## src/rtl/conv1_kernel_fetch_ctrl_if.sv

```systemverilog
// ROM read ports and weight-pair output stream of the conv1 kernel fetch sequencer.
// master: the sequencer; slave: the ROM/MAC-array side.
interface conv1_kernel_fetch_ctrl_if #(
  parameter int unsigned ADDR_W = 6,
  parameter int unsigned DATA_W = 16
);
  logic [ADDR_W-1:0] rom_addr_a;
  logic [ADDR_W-1:0] rom_addr_b;
  logic [DATA_W-1:0] rom_q_a;
  logic [DATA_W-1:0] rom_q_b;
  logic              out_valid;
  logic              out_ready;
  logic [DATA_W-1:0] out_data_a;
  logic [DATA_W-1:0] out_data_b;
  logic              out_b_valid;
  logic              out_last;

  modport master (
    output rom_addr_a, rom_addr_b, out_valid, out_data_a, out_data_b, out_b_valid, out_last,
    input  rom_q_a, rom_q_b, out_ready
  );

  modport slave (
    input  rom_addr_a, rom_addr_b, out_valid, out_data_a, out_data_b, out_b_valid, out_last,
    output rom_q_a, rom_q_b, out_ready
  );
endinterface

```

## src/rtl/conv1_kernel_fetch_ctrl.sv

```systemverilog
// Conv1 kernel ROM fetch sequencer: two weights per beat, 2-entry skid buffer on the stream.
// Define CONV1_FETCH_STALL_CNT_EN to add the stall_cycles backpressure counter.
module conv1_kernel_fetch_ctrl #(
  parameter int unsigned ADDR_W = 6,
  parameter int unsigned DATA_W = 16,
  parameter int unsigned LEN_W  = 7
) (
  input  logic              clock,
  input  logic              reset_n,
  input  logic              start,
  input  logic [ADDR_W-1:0] base_addr,
  input  logic [LEN_W-1:0]  length,
  output logic              busy,
  output logic              done,
`ifdef CONV1_FETCH_STALL_CNT_EN
  output logic [15:0]       stall_cycles,
`endif
  conv1_kernel_fetch_ctrl_if.master bus
);
  localparam int unsigned DEPTH = 1 << ADDR_W;

  typedef enum logic [1:0] {StIdle, StFetch, StDrain, StDone} state_e;

  typedef struct packed {
    logic [DATA_W-1:0] a;
    logic [DATA_W-1:0] b;
    logic              bv;
    logic              last;
  } beat_t;

  state_e            state_q, state_d;
  logic [ADDR_W-1:0] next_addr_q, next_addr_d, issue_addr;
  logic [ADDR_W-1:0] pairs_q, pairs_d;
  logic              odd_q, odd_d, odd_now;
  logic [ADDR_W-1:0] rom_addr_a_q, rom_addr_b_q;
  logic              addr_vld_q, addr_bv_q, addr_last_q;
  logic              dat_vld_q, dat_bv_q, dat_last_q;
  beat_t             buf_q [2];
  beat_t             buf_d [2];
  logic [1:0]        count_q, count_d, wr_idx;

  logic [LEN_W-1:0]  len_c;
  logic [LEN_W:0]    len_p1;
  logic [ADDR_W-1:0] total;
  logic              issue, issue_last, issue_bv;
  logic [2:0]        occ;
  logic              credit_ok, pop, out_valid;
  beat_t             incoming, head;

  assign len_c  = (length > LEN_W'(DEPTH)) ? LEN_W'(DEPTH) : length;
  assign len_p1 = {1'b0, len_c} + (LEN_W + 1)'(1);
  assign total  = len_p1[ADDR_W:1];

  // Pairs on the ROM bus or ROM output count against the buffer; a pop frees a slot now.
  assign occ       = 3'(count_q) + 3'(addr_vld_q) + 3'(dat_vld_q);
  assign credit_ok = occ < (3'd2 + 3'(pop));

  assign incoming  = {bus.rom_q_a, bus.rom_q_b, dat_bv_q, dat_last_q};
  assign head      = (count_q != 2'd0) ? buf_q[0] : incoming;
  assign out_valid = (count_q != 2'd0) || dat_vld_q;
  assign pop       = out_valid && bus.out_ready;

  always_comb begin
    state_d    = state_q;
    pairs_d    = pairs_q;
    odd_d      = odd_q;
    odd_now    = odd_q;
    issue      = 1'b0;
    issue_last = 1'b0;
    issue_addr = next_addr_q;
    unique case (state_q)
      StIdle: begin
        if (start) begin
          odd_d = len_c[0];
          if (len_c == '0) begin
            state_d = StDone;
          end else begin
            // First pair leaves on the accepting edge so data reaches the stream 2 cycles later.
            issue      = 1'b1;
            issue_addr = base_addr;
            odd_now    = len_c[0];
            issue_last = (total == ADDR_W'(1));
            pairs_d    = total - ADDR_W'(1);
            state_d    = StFetch;
          end
        end
      end
      StFetch: begin
        if (pairs_q == '0) begin
          state_d = StDrain;
        end else if (credit_ok) begin
          issue      = 1'b1;
          issue_last = (pairs_q == ADDR_W'(1));
          pairs_d    = pairs_q - ADDR_W'(1);
          if (issue_last) state_d = StDrain;
        end
      end
      StDrain: begin
        if (pop && head.last) state_d = StDone;
      end
      StDone:  state_d = StIdle;
      default: state_d = StIdle;
    endcase
  end

  assign issue_bv    = !(issue_last && odd_now);
  assign next_addr_d = issue ? issue_addr + ADDR_W'(2) : next_addr_q;
  assign wr_idx      = count_q - 2'(pop);

  // FIFO order: a pop shifts the head out before the arriving pair lands behind what remains.
  always_comb begin
    buf_d[0] = buf_q[0];
    buf_d[1] = buf_q[1];
    if (pop && (count_q != 2'd0)) buf_d[0] = buf_q[1];
    if (dat_vld_q && !(pop && (count_q == 2'd0))) buf_d[wr_idx[0]] = incoming;
    count_d = count_q + 2'(dat_vld_q) - 2'(pop);
  end

  always_ff @(posedge clock or negedge reset_n) begin
    if (!reset_n) begin
      state_q      <= StIdle;
      next_addr_q  <= '0;
      pairs_q      <= '0;
      odd_q        <= 1'b0;
      rom_addr_a_q <= '0;
      rom_addr_b_q <= '0;
      addr_vld_q   <= 1'b0;
      addr_bv_q    <= 1'b0;
      addr_last_q  <= 1'b0;
      dat_vld_q    <= 1'b0;
      dat_bv_q     <= 1'b0;
      dat_last_q   <= 1'b0;
      buf_q[0]     <= '0;
      buf_q[1]     <= '0;
      count_q      <= '0;
    end else begin
      state_q     <= state_d;
      next_addr_q <= next_addr_d;
      pairs_q     <= pairs_d;
      odd_q       <= odd_d;
      if (issue) begin
        rom_addr_a_q <= issue_addr;
        rom_addr_b_q <= issue_addr + ADDR_W'(1);
      end
      addr_vld_q  <= issue;
      addr_bv_q   <= issue_bv;
      addr_last_q <= issue_last;
      dat_vld_q   <= addr_vld_q;
      dat_bv_q    <= addr_bv_q;
      dat_last_q  <= addr_last_q;
      buf_q[0]    <= buf_d[0];
      buf_q[1]    <= buf_d[1];
      count_q     <= count_d;
    end
  end

`ifdef CONV1_FETCH_STALL_CNT_EN
  logic [15:0] stall_q;

  always_ff @(posedge clock or negedge reset_n) begin
    if (!reset_n) begin
      stall_q <= '0;
    end else if ((state_q == StIdle) && start) begin
      stall_q <= '0;
    end else if (out_valid && !bus.out_ready && (stall_q != 16'hFFFF)) begin
      stall_q <= stall_q + 16'd1;
    end
  end

  assign stall_cycles = stall_q;
`endif

  assign bus.rom_addr_a  = rom_addr_a_q;
  assign bus.rom_addr_b  = rom_addr_b_q;
  assign bus.out_valid   = out_valid;
  assign bus.out_data_a  = head.a;
  assign bus.out_data_b  = head.b;
  assign bus.out_b_valid = out_valid && head.bv;
  assign bus.out_last    = out_valid && head.last;
  assign busy            = (state_q != StIdle);
  assign done            = (state_q == StDone);
endmodule

```

## src/flat_wrapper.sv

```systemverilog
// flat-port wrapper written by rule: the top's interface ports become plain ports
module conv1_kernel_fetch_ctrl_flat 
#(
  parameter int unsigned ADDR_W = 6,
  parameter int unsigned DATA_W = 16,
  parameter int unsigned LEN_W  = 7
)
  (clock, reset_n, start, base_addr, length, busy, done, bus_rom_addr_a, bus_rom_addr_b, bus_out_valid, bus_out_data_a, bus_out_data_b, bus_out_b_valid, bus_out_last, bus_rom_q_a, bus_rom_q_b, bus_out_ready);
  conv1_kernel_fetch_ctrl_if #(.ADDR_W(ADDR_W), .DATA_W(DATA_W)) bus_i ();
  input  logic clock;
  input  logic reset_n;
  input  logic start;
  input  logic [ADDR_W-1:0] base_addr;
  input  logic [LEN_W-1:0] length;
  output logic busy;
  output logic done;
  output wire logic [$bits(bus_i.rom_addr_a)-1:0] bus_rom_addr_a;
  output wire logic [$bits(bus_i.rom_addr_b)-1:0] bus_rom_addr_b;
  output wire logic [$bits(bus_i.out_valid)-1:0] bus_out_valid;
  output wire logic [$bits(bus_i.out_data_a)-1:0] bus_out_data_a;
  output wire logic [$bits(bus_i.out_data_b)-1:0] bus_out_data_b;
  output wire logic [$bits(bus_i.out_b_valid)-1:0] bus_out_b_valid;
  output wire logic [$bits(bus_i.out_last)-1:0] bus_out_last;
  input wire logic [$bits(bus_i.rom_q_a)-1:0] bus_rom_q_a;
  input wire logic [$bits(bus_i.rom_q_b)-1:0] bus_rom_q_b;
  input wire logic [$bits(bus_i.out_ready)-1:0] bus_out_ready;
  assign bus_rom_addr_a = bus_i.rom_addr_a;
  assign bus_rom_addr_b = bus_i.rom_addr_b;
  assign bus_out_valid = bus_i.out_valid;
  assign bus_out_data_a = bus_i.out_data_a;
  assign bus_out_data_b = bus_i.out_data_b;
  assign bus_out_b_valid = bus_i.out_b_valid;
  assign bus_out_last = bus_i.out_last;
  assign bus_i.rom_q_a = bus_rom_q_a;
  assign bus_i.rom_q_b = bus_rom_q_b;
  assign bus_i.out_ready = bus_out_ready;
  conv1_kernel_fetch_ctrl #(.ADDR_W(ADDR_W), .DATA_W(DATA_W), .LEN_W(LEN_W)) u_core (.clock(clock), .reset_n(reset_n), .start(start), .base_addr(base_addr), .length(length), .busy(busy), .done(done), .bus(bus_i));
endmodule
```

## config.mk

```make
export PLATFORM = sky130hd
export DESIGN_NAME = conv1_kernel_fetch_ctrl_flat
export DESIGN_NICKNAME = d
export VERILOG_FILES = /design/src/rtl/conv1_kernel_fetch_ctrl_if.sv /design/src/rtl/conv1_kernel_fetch_ctrl.sv /design/src/flat_wrapper.sv
export SDC_FILE = /design/constraint.sdc
export NUM_CORES = 1
export LEC_CHECK = 0
export ABC_AREA = 1
export CAP_MARGIN = 25
export CORE_ASPECT_RATIO = 0.6
export CORE_UTILIZATION = 40
export CTS_CLUSTER_SIZE = 20
export DETAILED_ROUTE_END_ITERATION = 12
export PLACE_DENSITY = 0.69
export SETUP_SLACK_MARGIN = 0.05
export SYNTH_ARGS = -nofsm -noshare
export SYNTH_HDL_FRONTEND = slang
export SYNTH_SLANG_ARGS = --single-unit
export TNS_END_PERCENT = 50
```

## constraint.sdc

```tcl
create_clock -name clock -period 4.93 [get_ports clock]
set_input_delay 1.479 -clock clock [delete_from_list [all_inputs] [get_ports clock]]
set_output_delay 1.479 -clock clock [all_outputs]
set_load 0.05 [all_outputs]
```

=== Word level (Yosys, flattened, before mapping) ===
Cells that the tools add are included.

* Register bits after elaboration: 103
* Bits of input ports: 49
* Output and inout bits: 49
* Logic and storage cells: 106

* $add $sub $neg: 11
* Magnitude comparators: 4
* Eq/ne operators: 12
* Mux-type cells: 35
* Bitwise logic cells: 1
* Reductions and logical operators: 22

{| class="wikitable"
|+ Operators by type and width
! cell !! number
|-
| 34-bit 2-to-1 mux || 3
|-
| 68-bit bitwise mux || 1
|-
| 68-bit 2-to-1 mux || 1
|-
| 6-bit 2-to-1 mux || 7
|-
| 34-bit demux with 1-bit select || 1
|-
| 6-bit by 1-bit equality test with 1-bit output, second input constant || 2
|-
| 2-bit 2-to-1 mux || 6
|-
| 6-bit one-hot mux with 2 select lines || 1
|-
| 6-bit by 1-bit subtractor with 6-bit output, second input constant || 2
|-
| 1-bit 2-to-1 mux || 11
|-
| 1-bit logical AND || 9
|-
| 2-bit one-hot mux with 4 select lines || 1
|-
| 7-bit by 1-bit adder with 7-bit output, second input constant || 1
|-
| 7-bit greater-than comparator, second input constant || 1
|-
| 7-bit zero test || 1
|-
| 7-bit 2-to-1 mux || 1
|-
| 6-bit by 1-bit adder with 6-bit output, second input constant || 1
|-
| 6-bit by 2-bit adder with 6-bit output, second input constant || 1
|-
| 6-bit zero test || 1
|-
| 2-bit inequality test, second input constant || 3
|-
| 3-bit by 1-bit inequality test with 1-bit output, second input constant || 2
|-
| 2-bit nonzero test || 3
|-
| 5-bit AND reduction || 1
|-
| 2-bit equality test, second input constant || 2
|-
| 18 further kinds || 22
|}

=== Logic depth before layout (Yosys ltp) ===
* Depth in word-level cells: 11
* Mapped depth: 16
* Gate-level depth less buffers: 16

=== Worst setup path before layout ===
OpenSTA, ideal clock, no wires.

* Path kind: in2out
* Start point: in bus_rom_q_a[15]
* End point: out bus_out_data_a[15]
* Data arrival time: 2.608 ns
* Data required time: 3.451 ns
* Setup slack: 0.843 ns
* Stages: 2
* Buffers on the path: 0
* Cells stage by stage: inv_1 -> o21ai_0

* Word-level cells in the longest chain between the ends: 1

{| class="wikitable"
|+ Ends and longest elaborated chain
! element !! RTL line !! text
|-
| start: declaration || flat_wrapper.sv:24 || <nowiki>input wire logic [$bits(bus_i.rom_q_a)-1:0] bus_rom_q_a;</nowiki>
|-
| 34-bit 2-to-1 mux || conv1_kernel_fetch_ctrl.sv:59 || <nowiki>assign head = (count_q != 2'd0) ? buf_q[0] : incoming;</nowiki>
|-
| end: declaration || flat_wrapper.sv:20 || <nowiki>output wire logic [$bits(bus_i.out_data_a)-1:0] bus_out_data_a;</nowiki>
|}

Every way passes these cells.

=== Final worst setup path ===
* Start point: in bus_rom_q_b[1]
* End point: out bus_out_data_b[1]

* Word-level cells in the longest chain between the ends: 1

{| class="wikitable"
|+ Ends and longest elaborated chain
! element !! RTL line !! text
|-
| start: declaration || flat_wrapper.sv:25 || <nowiki>input wire logic [$bits(bus_i.rom_q_b)-1:0] bus_rom_q_b;</nowiki>
|-
| 34-bit 2-to-1 mux || conv1_kernel_fetch_ctrl.sv:59 ||
|-
| end: declaration || flat_wrapper.sv:21 || <nowiki>output wire logic [$bits(bus_i.out_data_b)-1:0] bus_out_data_b;</nowiki>
|}

Every way passes these cells.

==> metrics.txt <==
drt first-iter violations=324; status=finished, final reports clean; Critical R2R Capture=u_core.buf_q[37]$_DFF_PN0_; Pre-antenna DRT Iters=5; Final setup viols=0; area grow syn2layout=25.30%; Port-buffer cells=97; sequential area share after synthesis=46.67%; RSZ-0062 raised after global routing=false; via count=4,866; Hold WS=349.5 ps; Crit path required time=3450 ps; Critical Path Source Type=primary input; crit path DAT=3250 ps; mean area per synthesized cell=7.961 sq um; critical path class=in -> out; Clk pwr share=14.0%; H-tree lvl count=3; minimum clock period=4725 ps; vias in the first global route=4,664; CTS clk-pin slew, worst paths=60 ps; setup repair bufs after CTS=0; achievable clock frequency=0.2116 GHz; setup slack, reg-to-reg=2420 ps; Setup WS pre-CTS=252.5 ps; Worst Setup EP=bus_out_data_b[1]; clk buf depth=2; final worst path period share=95.85%; Power Internal=2702 uW; DP HPWL=9237 microns; Post-synth EDFFs=0; Antenna diodes=0; asr flop ratio synth=100.0%; chip height=92.58 microns; Synth cell types=40; Gate power share=58.9%; Slew @ Worst Pin=911.8 ps; maxcap violations=0; relative slew slack=39.07%; pin count of the biggest net entering global routing=87; PwrDens=776.9 nW/um^2; final worst slack=204.7 ps; layout cells sized above 1=7.383%; Yosys top cell area share=46.67%; Seq pwr share=27.1%; Tot GR Track Use=19.79%; final hold viol count=0; final wirelength=13,500 microns; initial antenna violation count=0; M1 WL=6592 microns; Fin Clk Skew=11.69 ps; main flop type after synthesis=dfrtp_1; Worst Setup SP=bus_rom_q_b[1]; Remaining DRCs=0; Met3 Routed Length=773 microns; P_leak=0.003264 uW; first-pass GRT wire length=22,490 microns; Max VDD drop=0.4825 mV; I/O pin count=98; TritonCTS Buffers=9; Worst Path Max Fanout=2; Synth Instances=687; Synth area leaders=dfrtp_1 (47%), nand2_1 (12%), o21ai_0 (6.4%); reg2reg start=u_core.count_q[0]$_DFF_PN0_; P_sw=2622 uW; Syn. warnings=0; Core Area=13,090 sq um; Crit. End Element=output port; Final nets=834; most common cell in the netlist=nand2_1; Worst Hold Class=reg -> reg; Filler cells=1,212; total negative slack=0 ps; Rows=32; register area=2552 sq um; grt ovf=0; GP Congestion=0.8233; mapped cell area=5469 sq um; clk_lat worst skew=340 ps; Clock Sinks=102; Final Util=52.34%; Via density=5.166; Pins Over Slew Limit=0; Die Wd=153.0 microns; Top Metal Used=met4; Detail Route Antenna Nets=0; Mapped Nets=753; area of the multi-input gates=2445 sq um; Sw Ratio=49.25%; WL/cell=14.33 microns; area leader, netlist=dfrtp_1; synthesis-stage register bit count=102; CTS Hold Bufs=0; R2R cell count=7; post_cts resized=0; WL met2=6058 microns; commonest cells in the netlist=nand2_1 (181), dfrtp_1 (102), inv_1 (71), o21ai_0 (70), nor2_1 (49); Die Footprint=14,160 sq um; CTS tree=done; Initial Utilization=41.77%; root buffer cell=clkbuf_16
power by group through the flow:
| stage | Sequential, uW | Combinational (uW) | Clock [uW] |
|---|---|---|---|
| 2_1_floorplan | 1540 | 2160 | 0 |
| 3_3_place_gp | 1430 | 3060 | 0 |
| 3_5_place_dp | 1450 | 3140 | 0 |
| 4_1_cts | 1440 | 3160 | 766 |
| 5_1_grt | 1490 | 3420 | 804 |
| 6_report | 1440 | 3140 | 744 |
worst min path at each step:
stage                            startpoint  cells past startpoint  slack, ps                     endpoint
3_3_place_gp   u_core.addr_last_q$_DFF_PN0_                      0        340  u_core.dat_last_q$_DFF_PN0_
5_1_grt        u_core.addr_last_q$_DFF_PN0_                      0        370  u_core.dat_last_q$_DFF_PN0_
2_1_floorplan    u_core.addr_bv_q$_DFF_PN0_                      0        330    u_core.dat_bv_q$_DFF_PN0_
4_1_cts        u_core.addr_last_q$_DFF_PN0_                      0        350  u_core.dat_last_q$_DFF_PN0_
3_5_place_dp   u_core.addr_last_q$_DFF_PN0_                      0        340  u_core.dat_last_q$_DFF_PN0_
6_report       u_core.addr_last_q$_DFF_PN0_                      0        350  u_core.dat_last_q$_DFF_PN0_
cell usage in the layout (no fill, tap or decap), types with 2 or more instances in the layout:
master           count
a31oi_1             31
nand4_1              5
nor2_1              49
o21ai_2              3
buf_4                9
xnor2_1              2
clkdlybuf4s50_1     95
nand3_1             45
mux2_1               2
nand2_4              4
nor2_2               3
clkbuf_16            9
ha_1                16
inv_1               70
o21ai_1             17
dfrtp_1            102
inv_2                4
inv_6                2
nand2_2             11
bufinv_16            2
nand2_1            180
o21ai_0             70
o211ai_1            11
a21oi_1              7
xor2_1               5
cell type report:
type                            count  share of cell area (%)
Multi-Input combinational cell    474                   35.68
Inverter                           76                   4.272
Clock inverter                      5                   1.205
Sequential cell                   102                   37.25
Timing Repair Buffer              105                   15.15
Tap cell                          170                   3.104
Clock buffer                       10                   3.341
metal layers:
layer	vias to the layer above	track usage [%]
met1	2308	27.43
met5	-	0
li1	2392	-
met3	8	4.399
met4	0	4.209
met2	158	31.77
kinds of logic after synthesis:
group                      Yosys count  synth area share (%)
DFF                                102                 46.67
AOI/OAI and AO/OA                  146                 15.42
xor gates and xnor gates             7                 1.121
muxes                                2                0.4118
buffers and inverters              111                 8.671
and+or+nand+nor                    302                 23.68
adders and majority gates           17                 4.027
critical path, cell delays in order:
cell	delay (ps)
clkdlybuf4s50_1	510
inv_1	70
o21ai_0	310
clkdlybuf4s50_1	880
stage by stage:
| step | instance area (sq um) | std cells | total power [uW] |
|---|---|---|---|
| floorplan | 5469 | 687 | 3701 |
| global placement | 6541 | 927 | 4487 |
| detailed placement | 6541 | 927 | 4594 |
| CTS | 6853 | 942 | 5366 |
| global route | 6853 | 942 | 5720 |
| finish | 6853 | 942 | 5324 |
Note: power is estimated with default switching activity, not from simulation.
